[src/rtl/div_arbiter.sv]
// div_arbiter: round-robin owner selection for one shared sequential divider.
// Zero divisors are answered locally with an all-ones quotient.
module div_arbiter #(
    parameter int N_REQ = 4,
    parameter int BITS  = 64
) (
    input  logic                  clk,
    input  logic                  reset,
    input  logic [N_REQ-1:0]      req,
    input  logic [N_REQ*BITS-1:0] req_dividend,
    input  logic [N_REQ*BITS-1:0] req_divisor,
    output logic [N_REQ-1:0]      grant,
    output logic [N_REQ-1:0]      done,
    output logic [BITS-1:0]       result,
    output logic                  busy,
    output logic                  div_start,
    output logic [BITS-1:0]       div_dividend,
    output logic [BITS-1:0]       div_divisor,
    input  logic                  div_ready,
    input  logic [BITS-1:0]       div_result
);

    localparam int IW = (N_REQ > 1) ? $clog2(N_REQ) : 1;

    typedef enum logic [2:0] {
        IDLE,
        START,
        ARM,
        WAIT,
        DONE
    } state_t;

    state_t        state;
    state_t        state_n;
    logic [IW-1:0] last;
    logic [IW-1:0] pick;
    logic          pick_vld;
    logic          div_zero;

    // (base + off) mod N_REQ for off in 1..N_REQ; one subtraction suffices.
    function automatic logic [IW-1:0] wrap_idx(
        input logic [IW-1:0] base,
        input int            off
    );
        int s;
        s = int'(base) + off;
        if (s >= N_REQ) begin
            s = s - N_REQ;
        end
        return IW'(s);
    endfunction

    always_comb begin
        pick_vld = 1'b0;
        pick     = last;
        for (int i = 1; i <= N_REQ; i++) begin
            if (!pick_vld && req[wrap_idx(last, i)]) begin
                pick_vld = 1'b1;
                pick     = wrap_idx(last, i);
            end
        end
    end

    assign div_zero = (div_divisor == '0);

    always_ff @(posedge clk) begin
        if (reset) begin
            state <= IDLE;
        end else begin
            state <= state_n;
        end
    end

    always_comb begin
        state_n = state;
        unique case (state)
            IDLE: begin
                if (pick_vld) begin
                    state_n = START;
                end
            end
            START: begin
                state_n = div_zero ? DONE : ARM;
            end
            ARM: begin
                state_n = WAIT;
            end
            WAIT: begin
                if (div_ready) begin
                    state_n = DONE;
                end
            end
            DONE: begin
                state_n = IDLE;
            end
            default: begin
                state_n = IDLE;
            end
        endcase
    end

    // Operands are captured only at the grant edge; later req changes are ignored.
    always_ff @(posedge clk) begin
        if (reset) begin
            grant        <= '0;
            result       <= '0;
            div_dividend <= '0;
            div_divisor  <= '0;
            last         <= IW'(N_REQ - 1);
        end else begin
            case (state)
                IDLE: begin
                    if (pick_vld) begin
                        grant        <= N_REQ'(1) << pick;
                        div_dividend <= req_dividend[pick*BITS +: BITS];
                        div_divisor  <= req_divisor[pick*BITS +: BITS];
                        last         <= pick;
                    end
                end
                START: begin
                    if (div_zero) begin
                        result <= '1;
                    end
                end
                WAIT: begin
                    if (div_ready) begin
                        result <= div_result;
                    end
                end
                DONE: begin
                    grant <= '0;
                end
                default: begin
                end
            endcase
        end
    end

    assign busy      = (state != IDLE);
    assign div_start = (state == START) && !div_zero;
    assign done      = (state == DONE) ? grant : '0;

    a_grant_onehot : assert property (
        @(posedge clk) disable iff (reset) $onehot0(grant)
    );

    a_done_owner : assert property (
        @(posedge clk) disable iff (reset) (done == '0) || (done == grant)
    );

    a_start_owned : assert property (
        @(posedge clk) disable iff (reset) div_start |-> (grant != '0)
    );

endmodule

[config.mk]
export PLATFORM = sky130hd
export DESIGN_NAME = div_arbiter
export DESIGN_NICKNAME = d
export VERILOG_FILES = /design/src/rtl/div_arbiter.sv
export SDC_FILE = /design/constraint.sdc
export NUM_CORES = 1
export LEC_CHECK = 0
export ABC_AREA = 1
export ABC_CLOCK_PERIOD_IN_PS = 2230
export CELL_PAD_IN_SITES_DETAIL_PLACEMENT = 0
export CELL_PAD_IN_SITES_GLOBAL_PLACEMENT = 1
export CORE_AREA = 2 2 307 309
export DETAILED_ROUTE_END_ITERATION = 7
export DIE_AREA = 0 0 309 311
export GPL_TIMING_DRIVEN = 1
export HOLD_SLACK_MARGIN = 0.05
export PLACE_DENSITY = 0.57
export SLEW_MARGIN = 20
export SYNTH_ARGS = -nofsm -noshare
export SYNTH_HDL_FRONTEND = slang
export SYNTH_SLANG_ARGS = --single-unit
[constraint.sdc]
create_clock -name clk -period 2.23 [get_ports clk]
set_input_delay 0.446 -clock clk [delete_from_list [all_inputs] [get_ports clk]]
set_output_delay 0.446 -clock clk [all_outputs]
set_load 0.02 [all_outputs]
# Word level (Yosys, flattened, before mapping)
# Cells that the tools add are included.
# totals
regBits	201
in_bits	583
output_inout_bits	202
wordCells	79
# op_classes
eq_ne	7
shift	3
order_cmp	8
n_reduce_logical	17
n_mux	30
n_addsub	8
# op_table
cell	count
256-bit by 9-bit variable part select with 64-bit output	2
64-bit two-way mux	2
64-bit one-hot mux with 2 select lines	1
64-bit logical NOT	1
2-bit two-way mux	8
2-bit by 3-bit < comparator with 1-bit output, second input constant	4
3-bit one-hot mux with 4 select lines	1
3-bit >= comparator, second input constant	3
3-bit two-way mux	3
1-bit binary-select mux with 2-bit select	4
1-bit two-way mux	8
4-bit two-way mux	2
4-bit one-hot mux with 2 select lines	1
2-bit by 1-bit subtractor with 2-bit output, second input constant	4
2-bit by 2-bit adder with 3-bit output, second input constant	2
3-bit by 2-bit equality test with 1-bit output, second input constant	2
2-bit inequality test, second input constant	3
2-bit AND reduction	3
2-bit by 3-bit adder with 4-bit output, second input constant	1
4-bit by 3-bit >= comparator with 1-bit output, second input constant	1
1-bit logical AND	4
1-bit logical NOT	4
2-bit nonzero test	2
1-bit by 2-bit << shifter with 4-bit output, first input constant	1
other kinds (6)	6

# Longest topological paths before layout
# depth
ltp_word	18
ltp_mapped	18
depth_no_buf	15

# Least setup slack after synthesis
# Ideal clock, no wire load.
# synth_timing
path_type	register -> register
startpoint	register last[0]
endpoint	register div_dividend[24]
t_arrival_ns	1.762
path_slack_ns	0.355
required_ns	2.117
period_less_slack_ns	1.875
stages_incl_launch_ff	18
setup_ns	0.113
path_buffers	4
path_cell_list	dfxtp_1 -> buf_6 -> inv_6 -> nand2_1 -> nand2_1 -> nand2_1 -> nand2_2 -> inv_2 -> nand2_2 -> nand2_4 -> nand2_2 -> buf_6 -> buf_4 -> buf_4 -> nand2_1 -> nand2_1 -> nor2_1 -> nor2_1
# synth_between
elab_chain_cells	16
word_cells_on_any_way	40
cone_classes	8 x add/sub; 4 x order compare; 1 x shift; 20 x mux; 7 x reduce/logical
# synth_lines
item	line_no	text
start: declaration	35	logic [IW-1:0] last;
start signal: assignment	109	last <= IW'(N_REQ - 1);
start signal: assignment	117	last <= pick;
2-bit by 1-bit adder with 3-bit output	46	s = int'(base) + off;
3-bit >= comparator or 2-bit by 1-bit subtractor with 2-bit output (tied branches)	47, 48	
2-bit two-way mux	47	if (s >= N_REQ) begin
1-bit binary-select mux with 2-bit select	57	if (!pick_vld && req[wrap_idx(last, i)]) begin
1-bit two-way mux (not written as such)	57	
1-bit two-way mux	57	
1-bit logical NOT	57	
1-bit logical AND	57	
1-bit two-way mux	57	
1-bit logical NOT	57	
1-bit logical AND	57	
1-bit two-way mux	57	
1-bit logical NOT	57	
1-bit logical AND	57	
2-bit two-way mux or 1-bit two-way mux (tied branches)	57	
256-bit by 9-bit variable part select with 64-bit output or 2-bit AND reduction (tied branches)	n/a	
end signal: assignment	115	div_dividend <= req_dividend[pick*BITS +: BITS];
end: declaration	17	output logic [BITS-1:0] div_dividend,
# Several ways; a longest one is shown, not always the timed one. The select of a mux whose other input is x is not followed.
# A chain may end at the register's enable or synchronous reset.

# Worst setup path after layout
# layout_timing
startpoint	register div_divisor[44]
endpoint	output div_start
# layout_between
elab_chain_cells	3
# layout_lines
item	line_no	text
start: declaration	18	output logic [BITS-1:0] div_divisor,
start signal: assignment	116	div_divisor <= req_divisor[pick*BITS +: BITS];
64-bit logical NOT	64	assign div_zero = (div_divisor == '0);
1-bit logical NOT	140	assign div_start = (state == START) && !div_zero;
1-bit logical AND	140	
end: declaration	16	output logic div_start,
# Every way passes these cells.

==> out/metrics.yaml <==
postRouteAntennaNets: 0
setup-violations-final: 1
pre_cts_ws_ns: -0.588
path_clk_slew_ns: 0.06
holdWs_ns: 0.156
cts_max_level: 1
via_count: 17900
first_global_vias: 17600
syn_to_final_growth_pct: 104
overflow: 0
path_cells: "inv_1 > nand4_1 > nor2_2 > nand2_2 > nor2_4 > nand2_2 > nand2_2 > inv_2 > buf_6"
syn_nets: 2908
std_cell_rows: 112
path_delay_family: "simple AND/OR/NAND/NOR gates"
avgViaCountPerCell: 3.98
path_max_fanout: 2
syn_avg_cell_area_um2: 5.58
ys_seq_area_frac: 0.310
endpoint_kind: "primary output"
synth_top_area_cell: "dfxtp_1"
cpPeakStageDelay_ns: 0.33
crit_path_end: "div_start"
powerDensity_nw_per_um2: 1550
ir_drop_mv: 0.959
fin_ws_ns: -0.0926
hold_viol: 0
fp.dieH_um: 311
dpl.hpwl_um: 69800
cts.sinks: 201
antenna_found_initial: 26
reg2reg_to: "div_divisor[51]"
ioPinCount: 785
status: "finished, violations left"
holdBufCountCts: 0
crit_arrival_ns: 1.88
worst_pin_slew_ns: 0.514
cap_violations: 0
slew_headroom: 0.654
design.die.area_um2: 96100
cts_tree: "built"
hp-class: "input port to register"
grt_pass1_wl_um: 124000
drive_gt1_frac: 0.146
initial_core_util: 0.140
p_leak_uw: 0.0124
ys_ff_latch: 201
post_drt_wl_per_cell_um: 20.8
die_w_um: 309
r2r_slack_ns: 0.06
critPathLaunch: "div_divisor[44]"
io_buffers: 784
cp_num_cells: 9
skew_ns: 0.0234
rsz0062_at_grt: "true"
max_clock_freq_ghz: 0.431
final_cell_area_um2: 26500
syn_area_um2: 13000
mostFrequentLayoutCells: "clkdlybuf4s50_1 (762), nand2_1 (727), nand3_1 (286)"
crit_slowest_cell: "dfxtp_2"
numCtsBuffers: 30
final_util: 0.285
core-area_um2: 92800
track_usage: 0.175
routed_wl_um: 93700
cp_num_buf_inv: 3
yosysWarnings: 0
required_ns: 1.78
cp_common_cell: "nand2_2"
fin_crit_ns: 2.32
drc: 0
reg2regPathDepth: 16
clk_latency_ns: 0.61
globalplace.congestion: 0.844
slew_viol_final: 0
clk_path_buf_depth: 3
drt_iter0_drc: 990
post-synth-top-area-fraction: 0.310
fin_crit_sh: 1.04
startpoint_type: "register"
criticalPathCategory: "register to primary output"
synth_cell_types: 24
worstReg2RegStart: "last[0]"
clock-root-buffer: "clkbuf_16"
placed_cell_area_um2: 23600
grt_start_max_net_pins: 56
dr.pass1.iters: 8
violations: "setup timing"
synth_cells: 2325
mostFrequentLayoutCell: "clkdlybuf4s50_1"
synthTopCellsByArea: "dfxtp_1 (31%), nand2_1 (22%), nand3_1 (12%), nor2_1 (9.6%), inv_1 (8.5%)"
final_nets: 3795
-- cell usage after synthesis --
cell type / instances
nand2_1: 767
nor2_1: 331
nand3_1: 300
inv_1: 292
dfxtp_1: 201
a21oi_1: 96
clkbuf_1: 93
o21ai_0: 63
buf_2: 46
o21ai_1: 39
o211ai_1: 37
nand4_1: 17
buf_1: 13
buf_4: 6
inv_2: 6
nand2_2: 6
buf_6: 4
nor3_1: 2
a22oi_1: 1
clkbuf_2: 1
inv_6: 1
nand2_4: 1
nand3_4: 1
nor2_2: 1
-- logic make-up (layout without fill, tap and decap cells) --
kind of cell / Yosys count / after routing / share of synthesized area
AO/OA/AOI/OAI: 236 / 236 / 0.0985
AND/OR/NAND/NOR: 1426 / 1428 / 0.448
buffers and inverters: 462 / 1371 / 0.143
flip-flops: 201 / 201 / 0.310
other: 0 / 12 / 0
-- state kept, by name, summed over array words and instances, names as in the netlist --
signal and flops:
last 2, grant 4, div_divisor 64, result 64, div_dividend 64, state 3
-- power breakdown --
part / internal [uW] / switching (uW) / total [uW]
Clock: 3520 / 2100 / 5620
Sequential: 4670 / 650 / 5320
Combinational: 12600 / 17500 / 30100
-- worst min-delay path by stage --
stage          startpoint         end  slack [ns]  depth (start not counted)
2_1_floorplan  result[10]  result[10]        0.54                          2
3_3_place_gp   result[15]  result[15]        0.45                          2
3_5_place_dp   result[23]  result[23]        0.45                          2
4_1_cts             reset    state[2]         0.1                          2
5_1_grt             reset    state[2]        0.13                          2
6_report            reset    state[2]        0.16                          2
-- final cells by class --
type                            instances  area [um2]
Fill cell                           10400       66300
Timing Repair Buffer                 1016       10700
Multi-Input combinational cell       1664        7840
Sequential cell                       201        4030
Tap cell                             1254        1570
Inverter                              299        1170
Clock buffer                           38         862
Clock inverter                         18         274
Antenna cell                           12        30.0
-- worst reg2reg max path, stage by stage, from the launching register on --
cell and delay, ns:
dfxtp_2 0.34, buf_6 0.14, clkinv_8 0.10, nand2_4 0.08
nand2_4 0.07, nand2_2 0.09, nand2_4 0.06, buf_4 0.15
nand3_2 0.09, nand2_4 0.10, nor2_4 0.16, clkinv_4 0.09
buf_12 0.15, buf_12 0.15, buf_8 0.16, nor2_2 0.08
nor2_1 0.05
-- per-layer routing --
metal  up-vias  global-route usage  routed length, um  part of all wire
met5         -                   0                116            0.0012
met4        16              0.0445               2270             0.024
met3       113              0.0560               7330             0.078
met2       630               0.316              46400              0.50
met1      8179               0.197              37600              0.40
li1       8997                   -                  -                 -
-- repair_timing --
action | CTS | global route
resized for setup | 58 | 267
endpoints found under the setup margin | 114 | 140
pin swaps | 8 | 59
setup buffers | 2 | 30
cloned | 3 | 19
-- through the flow --
stage          TNS, ns  power (uW)  cells
6_report       -0.0926       41000   4502
5_1_grt          -2.64       44200   4494
4_1_cts         -0.307       37100   4445
3_5_place_dp    -58.00       30200   4385
3_3_place_gp    -54.61       30400   4385
2_1_floorplan        0       18100   2325
No activity file was read; power rests on OpenSTA's default activity.
